**src/rtl/sdrc_bank_arb.sv**
```systemverilog
// Bank arbiter: multiplexes the four bank FSM requests onto the single xfr_ctl
// command port with locked grants, round-robin fairness and ACT-to-ACT spacing.
module sdrc_bank_arb #(
  parameter int SDR_REQ_ID_W = 4,
  parameter int REQ_BW       = 7
) (
  input  logic                      clk,
  input  logic                      reset,
  input  logic [3:0]                b2x_req,
  input  logic [7:0]                b2x_cmd,
  input  logic [47:0]               b2x_addr,
  input  logic [4*SDR_REQ_ID_W-1:0] b2x_id,
  input  logic [4*REQ_BW-1:0]       b2x_len,
  input  logic [3:0]                b2x_start,
  input  logic [3:0]                b2x_last,
  input  logic [3:0]                b2x_wrap,
  output logic [3:0]                x2b_ack,
  output logic                      a2x_req,
  output logic [1:0]                a2x_cmd,
  output logic [1:0]                a2x_ba,
  output logic [11:0]               a2x_addr,
  output logic [SDR_REQ_ID_W-1:0]   a2x_id,
  output logic [REQ_BW-1:0]         a2x_len,
  output logic                      a2x_start,
  output logic                      a2x_last,
  output logic                      a2x_wrap,
  input  logic                      x2a_ack,
  input  logic                      x2a_hold,
  input  logic                      cfg_cmd_pri,
  input  logic [3:0]                trrd_delay
);

  localparam logic [1:0] OP_PRE = 2'b00;
  localparam logic [1:0] OP_ACT = 2'b01;

  typedef enum logic {
    ARB_IDLE = 1'b0,
    ARB_REQ  = 1'b1
  } arb_state_e;

  arb_state_e state_q, state_d;
  logic [1:0] gnt_q, gnt_d;
  logic [1:0] rr_ptr_q, rr_ptr_d;
  logic [3:0] trrd_cnt_q, trrd_cnt_d;

  logic [3:0] eligible;
  logic [3:0] row_cls;
  logic [3:0] cand;
  logic [1:0] win;
  logic       win_valid;
  logic       acked_act;

  // Eligibility and round-robin winner selection.
  // NOTE: every always_comb output gets a default first so no path can infer a latch.
  always_comb begin
    eligible  = '0;
    row_cls   = '0;
    win       = rr_ptr_q;
    win_valid = 1'b0;
    for (int i = 0; i < 4; i++) begin
      eligible[i] = b2x_req[i] &
                    ~((b2x_cmd[2*i +: 2] == OP_ACT) && (trrd_cnt_q != 4'd0));
      row_cls[i]  = eligible[i] &
                    ((b2x_cmd[2*i +: 2] == OP_PRE) || (b2x_cmd[2*i +: 2] == OP_ACT));
    end
    cand = (cfg_cmd_pri && (row_cls != 4'd0)) ? row_cls : eligible;
    // Walk offsets downwards so the one closest to rr_ptr is assigned last and wins.
    for (int k = 3; k >= 0; k--) begin
      if (cand[rr_ptr_q + 2'(k)]) begin
        win       = rr_ptr_q + 2'(k);
        win_valid = 1'b1;
      end
    end
  end

  always_comb begin
    state_d   = state_q;
    gnt_d     = gnt_q;
    rr_ptr_d  = rr_ptr_q;
    a2x_req   = 1'b0;
    x2b_ack   = '0;
    acked_act = 1'b0;
    case (state_q)
      ARB_IDLE: begin
        if (!x2a_hold && win_valid) begin
          gnt_d   = win;
          state_d = ARB_REQ;
        end
      end
      ARB_REQ: begin
        a2x_req = b2x_req[gnt_q];
        if (!b2x_req[gnt_q]) begin
          state_d = ARB_IDLE;
        end else if (x2a_ack) begin
          x2b_ack[gnt_q] = 1'b1;
          rr_ptr_d       = gnt_q + 2'd1;
          acked_act      = (b2x_cmd[2*gnt_q +: 2] == OP_ACT);
          state_d        = ARB_IDLE;
        end
      end
      default: state_d = ARB_IDLE;
    endcase

    if (acked_act)                 trrd_cnt_d = trrd_delay;
    else if (trrd_cnt_q != 4'd0)   trrd_cnt_d = trrd_cnt_q - 4'd1;
    else                           trrd_cnt_d = 4'd0;
  end

  // Data fields follow the grant register; they are meaningless while idle.
  always_comb begin
    a2x_ba    = gnt_q;
    a2x_cmd   = b2x_cmd[2*gnt_q +: 2];
    a2x_addr  = b2x_addr[12*gnt_q +: 12];
    a2x_id    = b2x_id[SDR_REQ_ID_W*gnt_q +: SDR_REQ_ID_W];
    a2x_len   = b2x_len[REQ_BW*gnt_q +: REQ_BW];
    a2x_start = b2x_start[gnt_q];
    a2x_last  = b2x_last[gnt_q];
    a2x_wrap  = b2x_wrap[gnt_q];
  end

  // NOTE: state registers use non-blocking assignments so every flop samples pre-edge values.
  always_ff @(posedge clk or posedge reset) begin
    if (reset) begin
      state_q    <= ARB_IDLE;
      gnt_q      <= 2'd0;
      rr_ptr_q   <= 2'd0;
      trrd_cnt_q <= 4'd0;
    end else begin
      state_q    <= state_d;
      gnt_q      <= gnt_d;
      rr_ptr_q   <= rr_ptr_d;
      trrd_cnt_q <= trrd_cnt_d;
    end
  end

endmodule

```
**config.mk**
```make
export PLATFORM = sky130hd
export DESIGN_NAME = sdrc_bank_arb
export DESIGN_NICKNAME = d
export VERILOG_FILES = /design/src/rtl/sdrc_bank_arb.sv
export SDC_FILE = /design/constraint.sdc
export NUM_CORES = 1
export LEC_CHECK = 0
export ABC_AREA = 1
export BUFFER_PORTS_ARGS = -buffer_cell sky130_fd_sc_hd__buf_2
export CAP_MARGIN = 30
export CORE_UTILIZATION = 30
export DETAILED_ROUTE_END_ITERATION = 7
export GPL_TIMING_DRIVEN = 0
export HOLD_SLACK_MARGIN = 0.15
export PLACE_DENSITY = 0.69
export SYNTH_ARGS = -nofsm -noshare
export SYNTH_HDL_FRONTEND = slang
export SYNTH_SLANG_ARGS = --single-unit
export TNS_END_PERCENT = 100
```
**constraint.sdc**
```tcl
create_clock -name clk -period 2.8 [get_ports clk]
set_clock_uncertainty 0.2 [all_clocks]
set_input_delay 0.42 -clock clk [delete_from_list [all_inputs] [get_ports clk]]
set_output_delay 0.42 -clock clk [all_outputs]
set_load 0.1 [all_outputs]
```
==> results of run 1 <==
-- flip-flops by register name, summed over array words and instances, names as in the netlist --
register	flops
trrd_cnt_q	4
a2x_ba	2
rr_ptr_q	2
state_q	1
-- layout by cell type, fill, tap and decap left out, types with 2 or more instances in the layout --
cell	n
nand2_1	38
nand2_2	2
clkbuf_1	5
ha_1	4
nand2_4	2
nor2_4	6
nand3b_2	2
clkbuf_8	3
nor2_1	69
inv_2	4
inv_1	26
buf_2	132
dfrtp_1	7
nand3_1	21
clkbuf_2	13
a21oi_1	5
dfrtp_4	2
o21ai_0	60
buf_4	28
o22ai_4	27
nand3_2	2
-- per-stage QoR --
stage | utilization, % | instance area (µm²) | setup TNS (ps)
final | 59.7 | 3110 | 0
after CTS | 59.6 | 3100 | 0
after global routing | 59.7 | 3110 | 0
after global placement | 57.0 | 2970 | -560
after floorplan | - | 2080 | -718
after detailed placement | 57.0 | 2970 | -180
-- cells by family after synthesis --
group                    after synthesis
multiplexers                           1
AO/OA/AOI/OAI                         98
buffers and inverters                 50
flip-flops                             9
adder cells (fa/ha/maj)                4
AND/OR/NAND/NOR                      144
XOR/XNOR                               1
-- how the worst max path moves through the flow --
stage,end,slack (ps),depth (start not counted)
after floorplan,x2b_ack[0],-200,7
after global placement,x2b_ack[2],-70,7
after detailed placement,x2b_ack[2],-40,7
after CTS,x2b_ack[2],2,7
after global routing,x2b_ack[3],8,8
final,x2b_ack[3],120,8
-- repair_timing --
| action | 4_1_cts | 5_1_grt |
|---|---|---|
| endpoints found under the setup margin | 29 | 29 |
| gates resized for setup | 36 | 11 |
| setup buffers | 0 | 0 |
| endpoints found under the hold margin | 9 | 0 |
| hold buffers | 1 | 0 |
-- cell type report --
type / count / share of cell area (%)
Sequential cell: 9 / 7.48
Clock buffer: 4 / 1.45
Inverter: 31 / 3.82
Buffer: 19 / 2.90
Multi-Input combinational cell: 248 / 53.3
Tap cell: 70 / 2.82
Timing Repair Buffer: 160 / 28.2
-- metal layers --
metal	vias up	share of wire (%)
met2	99	53
met4	0	3.3
met3	20	6.3
met5	-	0
met1	1263	37
li1	1361	-
-- worst max-delay path: cells and delay by family, from the launching register on --
| kind | cells | cell delay [ps] |
|---|---|---|
| and+or+nand+nor | 4 | 410 |
| DFF | 1 | 530 |
| AOI/OAI and AO/OA | 1 | 210 |
| buffers and inverters | 3 | 650 |
-- synthesized netlist by cell type --
library cell	count	share of area, %
nor2_1	73	17
o21ai_0	60	18
nand2_1	38	8.6
inv_1	28	6.4
o22ai_1	27	10
nand3_1	21	6.4
clkbuf_1	17	3.9
dfrtp_1	9	14
a21oi_1	6	1.8
ha_1	4	3.0
inv_2	3	0.68
nand2_2	3	1.1
buf_2	2	0.61
nand3_2	2	1.2
nand3b_2	2	1.4
nor2_2	2	0.76
a21oi_2	1	0.53
a31oi_1	1	0.38
and2_1	1	0.38
mux2_1	1	0.68
nand2_4	1	0.68
nor2_4	1	0.68
o21ai_2	1	0.53
o31ai_1	1	0.46
o32ai_1	1	0.53
xnor2_1	1	0.53
==> summary.txt, run 1 <==
# diodes: 0
Num CTS Buffers: 3
r2r endpoint: a2x_ba[0]
CTS Sinks: 9
synth warn: 0
mux share of post-synthesis cell area: 0.683%
Crit Path Max Fanout: 9
largest family of logic cells by synthesized area: simple AND/OR/NAND/NOR gates
CP max stage cell: dfrtp_4
area of the multi-input gates: 0.00166 mm²
FF+latch count, synth: 9
worst endpoint required time: 2180 ps
FF-to-FF Start: trrd_cnt_q[0]
clock latency on the worst-skew pair: 230 ps
Compound-Gate Fraction of Synth Area: 32.7%
clock-pin slew on the worst setup and hold paths: 50 ps
CORE AREA: 0.00520 mm²
GR Overflow Total: 0
CP cell instances: inv_4, nor2_1, o32ai_1, inv_1, nor2_4, nand2_4, nor2_4, buf_2
period utilization: 95.6%
r2r worst-path depth: 16
RSZ-0062 raised after global routing: false
Inst Count DP: 536
Horiz. Die Dim: 76.1 µm
nets: 601
die height: 76.1 µm
H-Tree Depth: 1
simple-gate share of the synthesized area: 37.9%
xor/xnor share of the synthesized area: 0.531%
GP Congestion: 0.870
vias per inst: 5.07
post-synth cell types: 26
initial antenna violation count: 0
Min-Delay Endpoint: trrd_cnt_q[0]
DR iter-0 viols: 77
Hold Crit Class: in -> reg
largest net degree at the start of global routing: 12
fin cells: 541
Row Count: 26
Worst setup startpoint: a2x_ba[0]
r2r setup slk: 550 ps
Worst-Margin Slew: 494 ps
Crit Path Category: reg -> out
hold slack: 199 ps
Worst slew margin: 67.3%
Initial Utilization: 31.7%
TritonCTS clock tree: built
share of cells above drive strength 1: 48.6%
GRT Max-Usage Layer: met2
Layout area overhead: 88.5%
crit end category: output port
hold_sp: trrd_delay[0]
Syn Area/Cell: 5.37 µm²
via count: 2743
max cap viols: 0
DP Wirelength: 6170 µm
fill count: 544
cell mode on critical path: nor2_4
adder-cell share of the synthesized area: 3.03%
Tmin final: 2680 ps
post-synthesis cell count: 307
worst hold path stage count: 2
Routed Antenna Nets: 0
Global Route met1 Usage: 27.0%
setup violators final: 0
DRC violation count after routing: 0
met3 global-route usage: 4.19%
DR pass1 iterations: 4
vias in the first global route: 2709
endpoints failing hold: 0
Max Freq: 374 MHz
Ports: 160
Slew Limit Fails: 0
crit-path max cell delay: 530 ps
Arr. time, crit path: 2060 ps
crit start category: register
met2 Use GR: 48.5%
post-route setup slack: 123 ps
Port Buffers: 159
clock buffer depth: 2
WL/cell: 13.8 µm
first-pass GRT wire length: 12200 µm
post-synthesis instance area: 0.00165 mm²
Die ar.: 0.00580 mm²
status: finished clean
CTS root buf: clkbuf_8
dpl ws: -40.5 ps
GRT Overall Usage: 25.3%
register area share after synthesis: 13.7%
syn nets: 436
FF+latch area: 233 µm²
Routed WL: 7440 µm
Power of run 1 is not shown: default switching activity piles up to over one toggle a cycle in this logic, so the estimate is an artifact.
==> run 2: changes to the inputs <==
Settings changed: ABC_AREA 1 to default, PLACE_DENSITY 0.69 to 0.7.
==> run 2 against run 1 <==
Effect of this change: non-clock buffer count decreased by 7; synthesized cell count decreased by 55%; count of clock-buffer cells in the layout unchanged; sequential cell count unchanged; largest cell class unchanged.
==> summary.txt, run 2 <==
CTS root buf: clkbuf_8
CORE AREA: 0.00485 mm² (-6.9%)
area of the multi-input gates: 0.00125 mm² (-25%)
Crit Path Max Fanout: 8 (-1)
DRC violation count after routing: 0 (unchanged)
Tot Pwr: 3.55 mW
GP Congestion: 0.820 (-5.7%)
Worst VDD drop: 0.887 mV
GR Overflow Total: 0 (unchanged)
vias in the first global route: 1739 (-36%)
post-synth top area cell: mux4_2
crit-path max cell delay: 530 ps (about the same)
Arr. time, crit path: 2060 ps (about the same)
post-synthesis instance area: 0.00156 mm² (-5.4%)
post-synthesis cell count: 137 (-55%)
Post-synth top cells: mux4_2, nand2_1, and2_1, dfrtp_1, o21ai_0
Hold Crit Class: in -> reg
Slew Limit Fails: 0 (unchanged)
vias per inst: 5.09 (+0.38%)
Layout area overhead: 61.8%
H-Tree Depth: 1 (unchanged)
initial antenna violation count: 0 (unchanged)
commonest non-fill, non-tap cell in the layout: buf_2
Syn Area/Cell: 11.4 µm² (+110%)
endpoints failing hold: 0 (unchanged)
CP cell instances: mux4_2, and3_1, buf_2, and2_1, buf_2
leading cell types in the layout, fill and taps excluded: buf_2, mux4_2, nand2_1
count leader, synth: mux4_2
fin cells: 368 (-32%)
Routed WL: 5730 µm (-23%)
Die ar.: 0.00549 mm² (-5.2%)
cell mode on critical path: buf_2
Cell Int Power: 1.08 mW
CTS Sinks: 9 (unchanged)
max cap viols: 0 (unchanged)
Num CTS Buffers: 3 (unchanged)
Sw Share: 69.6%
most flop-heavy register: trrd_cnt_q
GRT Overall Usage: 19.6% (-5.7 points)
post-route setup slack: 120 ps (-3.02 ps)
Inst Count DP: 363 (-32%)
Ports: 160 (unchanged)
FF+latch count, synth: 9 (unchanged)
nets: 431 (-28%)
register area share after synthesis: 14.4% (+0.78 points)
crit end category: output port
# diodes: 0 (unchanged)
via count: 1873 (-32%)
crit start category: register
die height: 74.1 µm (-2.7%)
setup violators final: 0 (unchanged)
fill count: 478 (-12%)
dpl ws: -50.7 ps (-10.2 ps)
DR iter-0 viols: 60 (-22%)
Row Count: 25 (-3.8%)
Horiz. Die Dim: 74.1 µm (-2.7%)
DP Wirelength: 5040 µm (-18%)
Initial Utilization: 32.2% (+0.50 points)
Clk network pwr share: 4.2%
DR pass1 iterations: 4 (unchanged)
syn nets: 266 (-39%)
Pleak: 1.29 nW
synth warn: 0 (unchanged)
period utilization: 95.7% (+0.11 points)
CP max stage cell: mux4_2
TritonCTS clock tree: built
Tmin final: 2680 ps (+3.02 ps)
combinational power share: 88.7%
Worst slew margin: 66.7% (-0.63 points)
largest net degree at the start of global routing: 11 (-1)
hold slack: 189 ps (-9.96 ps)
Synth async-reset ratio: 100% (unchanged)
Routed Antenna Nets: 0 (unchanged)
Net Sw Power: 2.47 mW
Crit Path Category: reg -> out
Post-synth EDFFs: 0 (unchanged)
max reg flops: 4 (unchanged)
clock latency on the worst-skew pair: 230 ps (about the same)
FF+latch area: 233 µm² (unchanged)
worst endpoint required time: 2180 ps (about the same)
Area contributors post-synth: mux4_2, dfrtp_1, and2_1, o41ai_4, ha_1
Port Buffers: 159 (unchanged)
WL/cell: 15.6 µm (+13%)
status: finished clean
first-pass GRT wire length: 8070 µm (-34%)
setup TNS: 0 ps (unchanged)
Most used DFF post-synth: dfrtp_1
PwrDens: 1410 mW/mm²
post-synth cell types: 43 (+65%)
Worst-Margin Slew: 503 ps (+9.50 ps)
share of cells above drive strength 1: 71.1% (+22 points)
top cell type's share of synthesized area: 41.9% (+24 points)
Max Freq: 373 MHz (-0.11%)
clock-pin slew on the worst setup and hold paths: 50 ps (about the same)
clock buffer depth: 2 (unchanged)
sequential power share: 7.1%
[run 2: critical path: cells and delay by family, from the launching register on]
family                 cells  cell delay, ps
buffers and inverters      2             450
flip-flops                 1             470
multiplexers               1             530
AND/OR/NAND/NOR            2             370
[run 2: final timing paths]
path / from / endpoint / slack (ps) / cells after the start
max: a2x_ba[0] / x2b_ack[2] / 120 / 5
min: trrd_delay[1] / trrd_cnt_q[1] / 190 / 2
max reg2reg: trrd_cnt_q[1] / a2x_ba[1] / 420 / 7
min reg2reg: rr_ptr_q[0] / rr_ptr_q[0] / 390 / 2
max in group asynchronous: reset / a2x_ba[1] / 1590 / 3
min in group asynchronous: reset / state_q / 510 / 3
[run 2: routing by layer]
| metal | global-route usage (%) | routed length [µm] | vias up |
|---|---|---|---|
| met1 | 25.9 | 2310 | 894 |
| met3 | 5.42 | 373 | 4 |
| met5 | 0 | 0 | - |
| met2 | 32.6 | 3010 | 89 |
| li1 | - | - | 886 |
| met4 | 2.99 | 25 | 0 |
[run 2: timing repair]
item                                    4_1_cts  5_1_grt
hold endpoints to repair                      9        0
resized for setup                             6        4
pin swaps                                     0        0
hold buffers                                  1        0
endpoints found under the setup margin       21        7
buffers inserted                              0        0
[run 2: power by group through the flow]
stage	clock network, mW	logic (mW)	registers [mW]
finish	0.149	3.15	0.253
global route	0.167	3.28	0.267
CTS	0.158	3.16	0.257
detailed placement	0	3.13	0.258
global placement	0	3.11	0.255
floorplan	0	2.59	0.340
[run 2: per-stage QoR]
step	utilization (%)	instance area [µm²]
2_1_floorplan	-	1570
3_3_place_gp	50.5	2450
3_5_place_dp	50.5	2450
4_1_cts	51.8	2510
5_1_grt	52.1	2520
6_report	52.1	2520
[run 2: cell families (layout without fill, tap and decap cells)]
logic type               after synthesis  in the layout  synth area share [%]
AO/OA/AOI/OAI                         36             36                  20.4
multiplexers                          30             30                  42.5
adder cells (fa/ha/maj)                4              4                  3.21
flip-flops                             9              9                  14.4
AND/OR/NAND/NOR                       40             40                  14.0
buffers and inverters                 18            182                  5.53
[run 2: final cells by class]
cell class / count / share of cell area, %
flip-flops and latches: 9 / 9.22
inverters: 6 / 0.892
repair buffers: 160 / 32.2
plain buffers: 12 / 3.12
clock buffers: 4 / 1.78
well taps: 67 / 3.32
multi-input cells: 110 / 49.5
No activity file was read; power rests on OpenSTA's default activity.
==> run 3: changes to the inputs <==
Settings changed: CORE_ASPECT_RATIO from default to 1.25.
==> run 3 against run 2 <==
Effect of this change: die area barely moved; combinational power barely moved; first-iteration DRC count rose by 17%; maximum frequency rose by 0.15%; clock power barely moved; utilization fell by 2.2 points; final cell count fell by 1.4%; sequential power barely moved; register-to-register slack barely moved; critical path type unchanged; largest cell class unchanged; highest routed layer unchanged.
==> summary.txt, run 3 (synthesis gave the netlist of run 2 again) <==
status: finished clean
DP Wirelength: 4780 µm (-5.1%)
Crit Path Max Fanout: 8 (unchanged)
worst hold path stage count: 2 (unchanged)
Die ar.: 0.00550 mm² (about the same)
share of cells above drive strength 1: 71.1% (unchanged)
max cap viols: 0 (unchanged)
cell mode on critical path: buf_2
initial antenna violation count: 0 (unchanged)
crit start category: register
hold_sp: trrd_delay[1]
WP depth: 5 (unchanged)
endpoints failing hold: 0 (unchanged)
CP max stage cell: mux4_2
worst endpoint required time: 2180 ps (about the same)
clock latency on the worst-skew pair: 230 ps (about the same)
r2r worst-path depth: 7 (unchanged)
GRT Overall Usage: 18.8% (-0.82 points)
RSZ-0062 raised after global routing: false
clock buffer depth: 2 (unchanged)
Routed WL: 5450 µm (-4.8%)
DR pass1 iterations: 4 (unchanged)
leading cell types in the layout, fill and taps excluded: buf_2, mux4_2, nand2_1
r2r endpoint: a2x_ba[1]
Pleak: 1.29 nW (about the same)
Cell Int Power: 1.07 mW (-0.35%)
Num CTS Buffers: 3 (unchanged)
vias per inst: 5.18 (+1.8%)
Row Count: 29 (+16%)
H-Tree Depth: 1 (unchanged)
die height: 82.6 µm (+11%)
Horiz. Die Dim: 66.5 µm (-10%)
CORE AREA: 0.00504 mm² (+4.0%)
Routed Antenna Nets: 0 (unchanged)
Tot Pwr: 3.54 mW (-0.45%)
first-pass GRT wire length: 7700 µm (-4.5%)
period utilization: 95.6% (-0.14 points)
Tmin final: 2680 ps (-3.98 ps)
crit-path max cell delay: 540 ps (about the same)
Slew Limit Fails: 0 (unchanged)
largest net degree at the start of global routing: 11 (unchanged)
fin cells: 363 (-1.4%)
DR iter-0 viols: 70 (+17%)
FF-to-FF Start: trrd_cnt_q[0]
DRC violation count after routing: 0 (unchanged)
PwrDens: 1410 mW/mm² (-0.10%)
GP Congestion: 0.855 (+4.2%)
vias in the first global route: 1681 (-3.3%)
Min-Delay Endpoint: trrd_cnt_q[1]
delay-heaviest family, CP: multiplexers
Layout area overhead: 61.3%
combinational power share: 88.5% (-0.2 points)
Inst Count DP: 358 (-1.4%)
max reg flops: 4 (unchanged)
Initial Utilization: 30.9% (-1.2 points)
Ports: 160 (unchanged)
Arr. time, crit path: 2060 ps (about the same)
Worst slew margin: 67.3% (+0.60 points)
# diodes: 0 (unchanged)
Net Sw Power: 2.46 mW (-0.49%)
setup violators final: 0 (unchanged)
sequential power share: 7.2% (about the same)
final core utilization: 49.9% (-2.2 points)
crit end category: output port
Hold Crit Class: in -> reg
CTS Sinks: 9 (unchanged)
Crit Path Category: reg -> out
Port Buffers: 159 (unchanged)
most flop-heavy register: trrd_cnt_q
Worst VDD drop: 0.682 mV (-23%)
setup TNS: 0 ps (unchanged)
Sw Share: 69.6% (about the same)
GR Overflow Total: 0 (unchanged)
Buf/Inv on CP: 2 (unchanged)
CTS root buf: clkbuf_8
via count: 1880 (+0.37%)
Worst-Margin Slew: 494 ps (-9.08 ps)
clock-pin slew on the worst setup and hold paths: 50 ps (about the same)
TritonCTS clock tree: built
r2r setup slk: 410 ps (about the same)
WL/cell: 15.0 µm (-3.5%)
Clk network pwr share: 4.3% (about the same)
nets: 431 (unchanged)
Max Freq: 374 MHz (+0.15%)
setup bufs post-CTS: 0 (unchanged)
commonest non-fill, non-tap cell in the layout: buf_2
CP cell instances: mux4_2, and3_1, buf_2, and2_1, buf_2
## run 3: worst max-delay path by stage
stage	start	to	slack (ps)
6_report	a2x_ba[0]	x2b_ack[2]	120
5_1_grt	a2x_ba[0]	a2x_len[5]	10
4_1_cts	a2x_ba[1]	x2b_ack[1]	70
3_5_place_dp	a2x_ba[1]	x2b_ack[1]	-30
3_3_place_gp	a2x_ba[1]	x2b_ack[1]	-10
2_1_floorplan	a2x_ba[0]	a2x_addr[10]	60
## run 3: area by class of cell
type / instances / area (µm²)
well taps: 62 / 77.6
fillers: 489 / 2530
repair buffers: 160 / 811
flip-flops and latches: 9 / 233
plain buffers: 12 / 78.8
clock buffers: 4 / 45.0
inverters: 6 / 22.5
multi-input cells: 110 / 1250
## run 3: timing repair
item	in CTS	in global routing
resized for setup	6	3
pin swaps	0	0
endpoints found under the setup margin	21	4
hold buffers	1	0
endpoints found under the hold margin	9	0
## run 3: power groups by stage
stage                     combinational, mW  clock (mW)  sequential [mW]
after CTS                              3.15       0.156            0.257
after floorplan                        2.59           0            0.340
after global routing                   3.29       0.160            0.264
after detailed placement               3.12           0            0.258
after global placement                 3.10           0            0.259
final                                  3.13       0.151            0.256
## run 3: per-stage QoR
stage / setup slack, ps / hold WS [ps] / area [µm²]
final: 124 / 199 / 2520
after global routing: 12.2 / 213 / 2520
after CTS: 73.9 / 199 / 2510
after detailed placement: -29.8 / 215 / 2440
after global placement: -9.70 / 205 / 2440
after floorplan: 58.7 / 48.0 / 1570
## run 3: per-layer routing
| metal | routed length [µm] | GRT usage [%] |
|---|---|---|
| met5 | 0 | 0 |
| met4 | 107 | 4.26 |
| met3 | 411 | 3.57 |
| met2 | 3020 | 37.2 |
| met1 | 1910 | 20.1 |
